### src/rtl/fila_instrucoes.sv
// Circular instruction queue between fetch and dispatch: registered pointers and occupancy,
// no bypass (an enqueued word is visible the cycle after), Pronta_Entrada = not full.
module fila_instrucoes #(
  parameter int PROFUNDIDADE = 4,
  parameter int LARGURA      = 16
) (
  input  logic                          i_clock,
  input  logic                          i_reset,
  input  logic [LARGURA-1:0]            i_instrucao_entrada,
  input  logic                          i_valida_entrada,
  output logic                          o_pronta_entrada,
  output logic [LARGURA-1:0]            o_instrucao_despachada,
  output logic                          o_valida_despacho,
  input  logic                          i_despacha,
  input  logic                          i_flush,
  output logic [$clog2(PROFUNDIDADE):0] o_ocupacao,
  output logic                          o_cheia,
  output logic                          o_vazia
);

  localparam int PW = $clog2(PROFUNDIDADE);
  localparam logic [PW:0] LP_CHEIO = (PW+1)'(PROFUNDIDADE);
  localparam logic [PW:0] LP_UM    = (PW+1)'(1);

  logic [LARGURA-1:0] r_mem [PROFUNDIDADE];
  logic [PW-1:0]      r_wr_ptr;
  logic [PW-1:0]      r_rd_ptr;
  logic [PW:0]        r_ocup;

  logic w_cheia;
  logic w_vazia;
  logic w_enq;
  logic w_deq;

  // Full/empty come from registered occupancy only, so a same-cycle dequeue
  // never opens a slot for the offered instruction.
  assign w_cheia = (r_ocup == LP_CHEIO);
  assign w_vazia = (r_ocup == '0);
  assign w_enq   = i_valida_entrada && !w_cheia;
  assign w_deq   = i_despacha && !w_vazia;

  always_ff @(posedge i_clock or negedge i_reset) begin
    if (!i_reset) begin
      r_wr_ptr <= '0;
      r_rd_ptr <= '0;
      r_ocup   <= '0;
    end else if (i_flush) begin
      r_wr_ptr <= '0;
      r_rd_ptr <= '0;
      r_ocup   <= '0;
    end else begin
      if (w_enq) r_wr_ptr <= r_wr_ptr + PW'(1);
      if (w_deq) r_rd_ptr <= r_rd_ptr + PW'(1);
      case ({w_enq, w_deq})
        2'b10:   r_ocup <= r_ocup + LP_UM;
        2'b01:   r_ocup <= r_ocup - LP_UM;
        default: r_ocup <= r_ocup;
      endcase
    end
  end

  // Storage is never cleared; occupancy alone decides what is valid.
  always_ff @(posedge i_clock) begin
    if (i_reset && !i_flush && w_enq) r_mem[r_wr_ptr] <= i_instrucao_entrada;
  end

  assign o_pronta_entrada       = !w_cheia;
  assign o_valida_despacho      = !w_vazia;
  assign o_instrucao_despachada = w_vazia ? '0 : r_mem[r_rd_ptr];
  assign o_ocupacao             = r_ocup;
  assign o_cheia                = w_cheia;
  assign o_vazia                = w_vazia;

endmodule

### config.mk
export PLATFORM = sky130hd
export DESIGN_NAME = fila_instrucoes
export DESIGN_NICKNAME = d
export VERILOG_FILES = /design/src/rtl/fila_instrucoes.sv
export SDC_FILE = /design/constraint.sdc
export NUM_CORES = 1
export LEC_CHECK = 0
export CORE_ASPECT_RATIO = 1.1
export CORE_UTILIZATION = 45
export CTS_BUF_LIST = sky130_fd_sc_hd__clkbuf_8
export DETAILED_ROUTE_END_ITERATION = 7
export PLACE_DENSITY = 0.75
export SLEW_MARGIN = 20
export SYNTH_ARGS = -nofsm -noshare
export SYNTH_HDL_FRONTEND = slang
export SYNTH_SLANG_ARGS = --single-unit
### constraint.sdc
create_clock -name i_clock -period 2.3 [get_ports i_clock]
set_input_delay 0.46 -clock i_clock [delete_from_list [all_inputs] [get_ports i_clock]]
set_output_delay 0.46 -clock i_clock [all_outputs]
set_load 0.02 [all_outputs]
==> summary.txt, run 1 <==
Async S/R FF share, synth - 9.859%
initial antenna violation count - 0
leak pwr - 0.001437 uW
Seq pwr share - 43.4%
fraction of layout cells with a size suffix above 1 - 34.03%
initial drt markers - 91
Synth-to-Final Area Change - 27.23%
Detail Placement HPWL - 3478 um
critical path required time - 1.84 ns
PnR worst setup slack - 0.02538 ns
Net Sw Frac - 27.29%
max_slew headroom - 71.26%
Antenna Cells - 0
drt drc - 0
CP Buf/Inv Count - 2
post-synthesis sequential area ratio - 66.91%
max-slew violation count - 0
crit path DAT - 1.81 ns
post-route cell area - 3988 um^2
Yosys top cell by area - edfxtp_1
Commonest cells post-synth - 64 x edfxtp_1, 8 x mux4_1, 8 x mux4_2, 8 x nor2b_4
mapped cell area - 3134 um^2
CTS Sinks - 71
EDFF count, synth - 64
CTS buffer count - 9
Psw - 925.8 uW
largest net degree at the start of global routing - 17
nets - 259
die area - 7303 um^2
Worst Hold Class - in -> async
Fmax - 0.4396 GHz
GRT Resource Usage Total - 17.08%
Mapped Cells - 169
synth unique cells - 40
Root Driver - clkbuf_8
Initial Util - 46.98%
number of vias per cell - 5.366
RSZ-0062 raised after global routing - yes
# H-tree levels - 3
Ports - 44
P_int - 2467 uW
Max-cap violations - 0
crit-path max cell delay - 0.54 ns
cell family with most CP delay - multiplexers
vias in the first global route - 1719
Setup Total Neg Slack - 0 ns
pre-CTS setup slack - -0.02650 ns
Avg Synthesized Cell Area - 18.55 um^2
num rows - 31
Primary FF master, synth - edfxtp_1
top-count cell post-synth - edfxtp_1
period utilization - 98.90%
DP Area - 3796 um^2
routed length per instance - 17.85 um
power density cells - 850.9 nW/um^2
First-pass DRT Iterations - 4
status - finished, final reports clean
core area - 6671 um^2
Syn. warnings - 0
chip width - 81.57 um
Clk pwr share - 32.8%
Final setup violation count - 0
top-area cell type share of the netlist area - 61.32%
routed wire length - 5713 um
Max VDD drop - 603.6 uV
Synthesized Nets - 195
first-pass GRT wire length - 8528 um
Worst Setup Start Kind - flip-flop
cell breakdown of the critical path - buf_12 > mux4_1 > and2b_1 > buf_2
#FFs+latches synth - 71
Clock Path Buffers - 2
PortBufs - 43
CP Capture Type - output pin
r2r setup slk - 0.29 ns
Clock Skew - 0.01063 ns
min Tclk post-route - 2.275 ns
die height - 89.53 um
routability cong. - 0.7243
detailed-route via count - 1717
Final Hold Viols - 0
worst hold slack - 0.4233 ns
post-route ant nets - 0
Setup Crit Path Kind - reg -> out
Reg clk slew, reported paths - 0.08 ns
synth top area cells - edfxtp_1 61%, mux4_1 6.7%, mux4_2 5.7%
worst slew pin tran - 0.4257 ns
Comb power frac - 23.8%
CP max FO - 5
total power - 3393 uW
Clock Latency Late Sink - 0.35 ns
total gr overflow - 0
CTS tree - done
slowest CP cell - mux4_1
## cell usage in the layout, fill, tap and decap left out, types with 5 or more instances in the layout
cell	instances
mux4_2	10
nor2_1	7
clkdlybuf4s50_1	24
mux4_1	6
nor2b_4	8
buf_12	5
inv_1	5
and2_1	5
clkbuf_8	9
nor2b_1	5
buf_4	16
edfxtp_1	64
buf_2	13
## path summary, 6_finish.rpt
kind,end,startpoint,depth (start not counted)
min in group i_clock,r_wr_ptr[1],r_wr_ptr[1],2
max in group asynchronous,o_ocupacao[2],i_reset,2
hold / removal,r_rd_ptr[0],i_reset,2
setup / recovery,o_instrucao_despachada[2],r_rd_ptr[0],4
hold reg to reg,r_wr_ptr[1],r_wr_ptr[1],2
setup reg to reg,o_ocupacao[1],o_ocupacao[0],6
## power groups by stage
| stage | Combinational (uW) | Clock (uW) | Sequential (uW) |
|---|---|---|---|
| floorplan | 526 | 0 | 1500 |
| global placement | 839 | 0 | 1490 |
| detailed placement | 846 | 0 | 1490 |
| CTS | 814 | 1140 | 1470 |
| global route | 878 | 1190 | 1480 |
| finish | 808 | 1110 | 1470 |
## timing repair
item                       in CTS  in global routing
hold buffers                    0                  0
cloned                          0                  1
setup endpoints to repair      18                 11
resized for setup              66                 12
buffers inserted                2                  0
## routing by layer
metal / vias up / track usage, % / wire, um
met5: - / 0 / 0
met1: 876 / 19.67 / 2438
li1: 793 / - / -
met3: 6 / 5.204 / 233
met2: 42 / 30.00 / 2965
met4: 0 / 6.220 / 75
## stage by stage
step | cells | utilization [%]
floorplan | 169 | -
global placement | 302 | 56.90
detailed placement | 302 | 56.90
CTS | 320 | 59.87
global route | 320 | 59.77
finish | 320 | 59.77
## cells by family (layout without fill, tap and decap cells)
kind of cell / after synthesis / after routing / synth area share, %
AO/OA/AOI/OAI: 17 / 17 / 3.713
adder cells (fa/ha/maj): 5 / 5 / 2.236
multiplexers: 16 / 16 / 12.45
XOR/XNOR: 3 / 3 / 0.8385
buffers and inverters: 18 / 87 / 3.752
flip-flops: 71 / 71 / 66.91
AND/OR/NAND/NOR: 39 / 39 / 10.10
## flip-flops by register name, summed over array words and instances (netlist names)
name        count
r_mem          64
o_ocupacao      3
r_rd_ptr        2
r_wr_ptr        2
## worst register-to-register path, stage by stage, from the launching register on
cell and delay (ns):
dfrtp_1 0.44, buf_4 0.21, o21ai_1 0.10, and3_1 0.19
fa_2 0.53, nor2_1 0.05, a2111oi_1 0.37
## layout make-up
cell class,count,area [um^2]
clock buffers,9,123.9
clock inverters,7,102.6
fillers,517,2684
inverters,7,31.28
multi-input cells,80,923.4
flip-flops and latches,71,2101
well taps,82,102.6
repair buffers,64,603.1
No activity file was read; power rests on OpenSTA's default activity.
==> inputs of run 2 (changes only) <==
Settings changed: RECOVER_POWER set to 100, SLEW_MARGIN 20 to unset.
==> run 2 against run 1 <==
Sequential share of layout area increased by 1.1 points. First-iteration DRC count increased by 1.1%. Combinational power decreased by 3.6%. Sequential cell count unchanged.
==> summary.txt, run 2 (synthesis results as in run 1) <==
DP Area - 3796 um^2 (unchanged)
routed wire length - 5693 um (-0.35%)
cell breakdown of the critical path - buf_12 > mux4_1 > and2b_1 > buf_2
CTS tree - done
r2r setup slk - 0.26 ns (-0.03 ns)
largest net degree at the start of global routing - 17 (unchanged)
total gr overflow - 0 (unchanged)
Initial Util - 46.98% (unchanged)
initial antenna violation count - 0 (unchanged)
crit-path max cell delay - 0.55 ns (about the same)
die area - 7303 um^2 (unchanged)
Top reg by flops - r_mem
leak pwr - 0.001417 uW (-1.4%)
worst r2r path cells - 6 (unchanged)
fraction of layout cells with a size suffix above 1 - 32.77% (-1.3 points)
Synth-to-Final Area Change - 24.67%
initial drt markers - 92 (+1.1%)
period utilization - 99.30% (+0.41 points)
Max-cap violations - 0 (unchanged)
PortBufs - 43 (unchanged)
vias in the first global route - 1719 (unchanged)
Fmax - 0.4378 GHz (-0.41%)
num rows - 31 (unchanged)
Final Hold Viols - 0 (unchanged)
Antenna Cells - 0 (unchanged)
Reg clk slew, reported paths - 0.08 ns (about the same)
Clock Skew - 0.01075 ns (+0.0001197 ns)
Ports - 44 (unchanged)
RSZ-0062 raised after global routing - yes
dpl cells - 302 (unchanged)
commonest cells after routing, fill and taps aside - 64 x edfxtp_1, 22 x dlygate4sd3_1, 14 x buf_4, 13 x buf_2, 10 x mux4_2
Worst Setup Start Kind - flip-flop
number of vias per cell - 5.331 (-0.64%)
Setup Total Neg Slack - 0 ns (unchanged)
critical path required time - 1.84 ns (about the same)
CP Buf/Inv Count - 2 (unchanged)
CTS buffer count - 9 (unchanged)
core area - 6671 um^2 (unchanged)
Critical R2R Launch - o_ocupacao[0]
Worst Hold Class - in -> async
worst slew pin tran - 0.4912 ns (+0.06554 ns)
worst setup path start - r_rd_ptr[0]
chip width - 81.57 um (unchanged)
max_slew headroom - 67.25% (-4.0 points)
First-pass DRT Iterations - 4 (unchanged)
# H-tree levels - 3 (unchanged)
power density cells - 861.1 nW/um^2 (+1.2%)
max reg flops - 64 (unchanged)
Final Non-Filler Cells - 320 (unchanged)
Final setup violation count - 0 (unchanged)
Clk pwr share - 33.1% (+0.3 points)
drt drc - 0 (unchanged)
min Tclk post-route - 2.284 ns (+0.009336 ns)
Net Sw Frac - 27.37% (+0.088 points)
GRT Resource Usage Total - 17.08% (unchanged)
post-route ant nets - 0 (unchanged)
routability cong. - 0.7243 (unchanged)
post-route cell area - 3908 um^2 (-2.0%)
commonest non-fill, non-tap cell in the layout - edfxtp_1
Comb power frac - 23.2% (-0.6 points)
crit path DAT - 1.82 ns (about the same)
cell family with most CP delay - multiplexers
die height - 89.53 um (unchanged)
Root Driver - clkbuf_8
P_int - 2444 uW (-0.96%)
Clock Path Buffers - 2 (unchanged)
Reg-to-Reg End - o_ocupacao[1]
detailed-route via count - 1706 (-0.64%)
first-pass GRT wire length - 8528 um (unchanged)
worst hold slack - 0.5734 ns (+0.1501 ns)
CP Capture Type - output pin
hold buffers post-CTS - 0 (unchanged)
routed length per instance - 17.79 um (-0.35%)
Seq pwr share - 43.8% (+0.4 points)
Max VDD drop - 603.1 uV (about the same)
CP max FO - 5 (unchanged)
slowest CP cell - mux4_1
Detail Placement HPWL - 3478 um (unchanged)
Setup Crit Path Kind - reg -> out
Clock Latency Late Sink - 0.35 ns (about the same)
nets - 259 (unchanged)
Psw - 921.0 uW (-0.52%)
max-slew violation count - 0 (unchanged)
final core utilization - 58.57% (-1.2 points)
CTS Sinks - 71 (unchanged)
status - finished, final reports clean
## run 2: cell type report
| class | count | area [um^2] |
|---|---|---|
| clock inverter | 7 | 102.6 |
| timing repair buffer | 64 | 534.3 |
| multi-input combinational | 80 | 912.1 |
| tap | 82 | 102.6 |
| sequential | 71 | 2101 |
| clock buffer | 9 | 123.9 |
| fill | 536 | 2764 |
| inverter | 7 | 31.28 |
## run 2: routing by layer
| metal | vias to the layer above | global-route usage, % | routed length, um |
|---|---|---|---|
| met4 | 0 | 6.220 | 72 |
| met2 | 45 | 30.00 | 2981 |
| met3 | 7 | 5.204 | 297 |
| met1 | 862 | 19.67 | 2342 |
| met5 | - | 0 | 0 |
| li1 | 792 | - | - |
## run 2: through the flow
step	setup slack, ns	power (uW)
finish	0.01604	3365
global route	-0.04195	3515
CTS	-0.003520	3421
detailed placement	-0.02650	2341
global placement	0.04593	2332
floorplan	0.0003622	2025
## run 2: how the worst max path moves through the flow
stage	end	slack [ns]	depth (start not counted)
after floorplan	o_ocupacao[2]	0.0004	8
after CTS	o_instrucao_despachada[9]	-0.004	4
after global routing	o_instrucao_despachada[2]	-0.04	4
after global placement	o_instrucao_despachada[7]	0.05	4
final	o_instrucao_despachada[2]	0.02	4
after detailed placement	o_ocupacao[1]	-0.03	6
## run 2: timing repair
action	4_1_cts	5_1_grt
setup endpoints to repair	18	11
gates resized for setup	66	12
cloned	0	1
endpoints found under the hold margin	0	0
buffers inserted	2	0
## run 2: power by group through the flow
| stage | combinational (uW) | sequential, uW | clock, uW |
|---|---|---|---|
| after floorplan | 526 | 1500 | 0 |
| after global placement | 839 | 1490 | 0 |
| after detailed placement | 846 | 1490 | 0 |
| after CTS | 814 | 1470 | 1140 |
| after global routing | 851 | 1480 | 1190 |
| final | 779 | 1470 | 1110 |
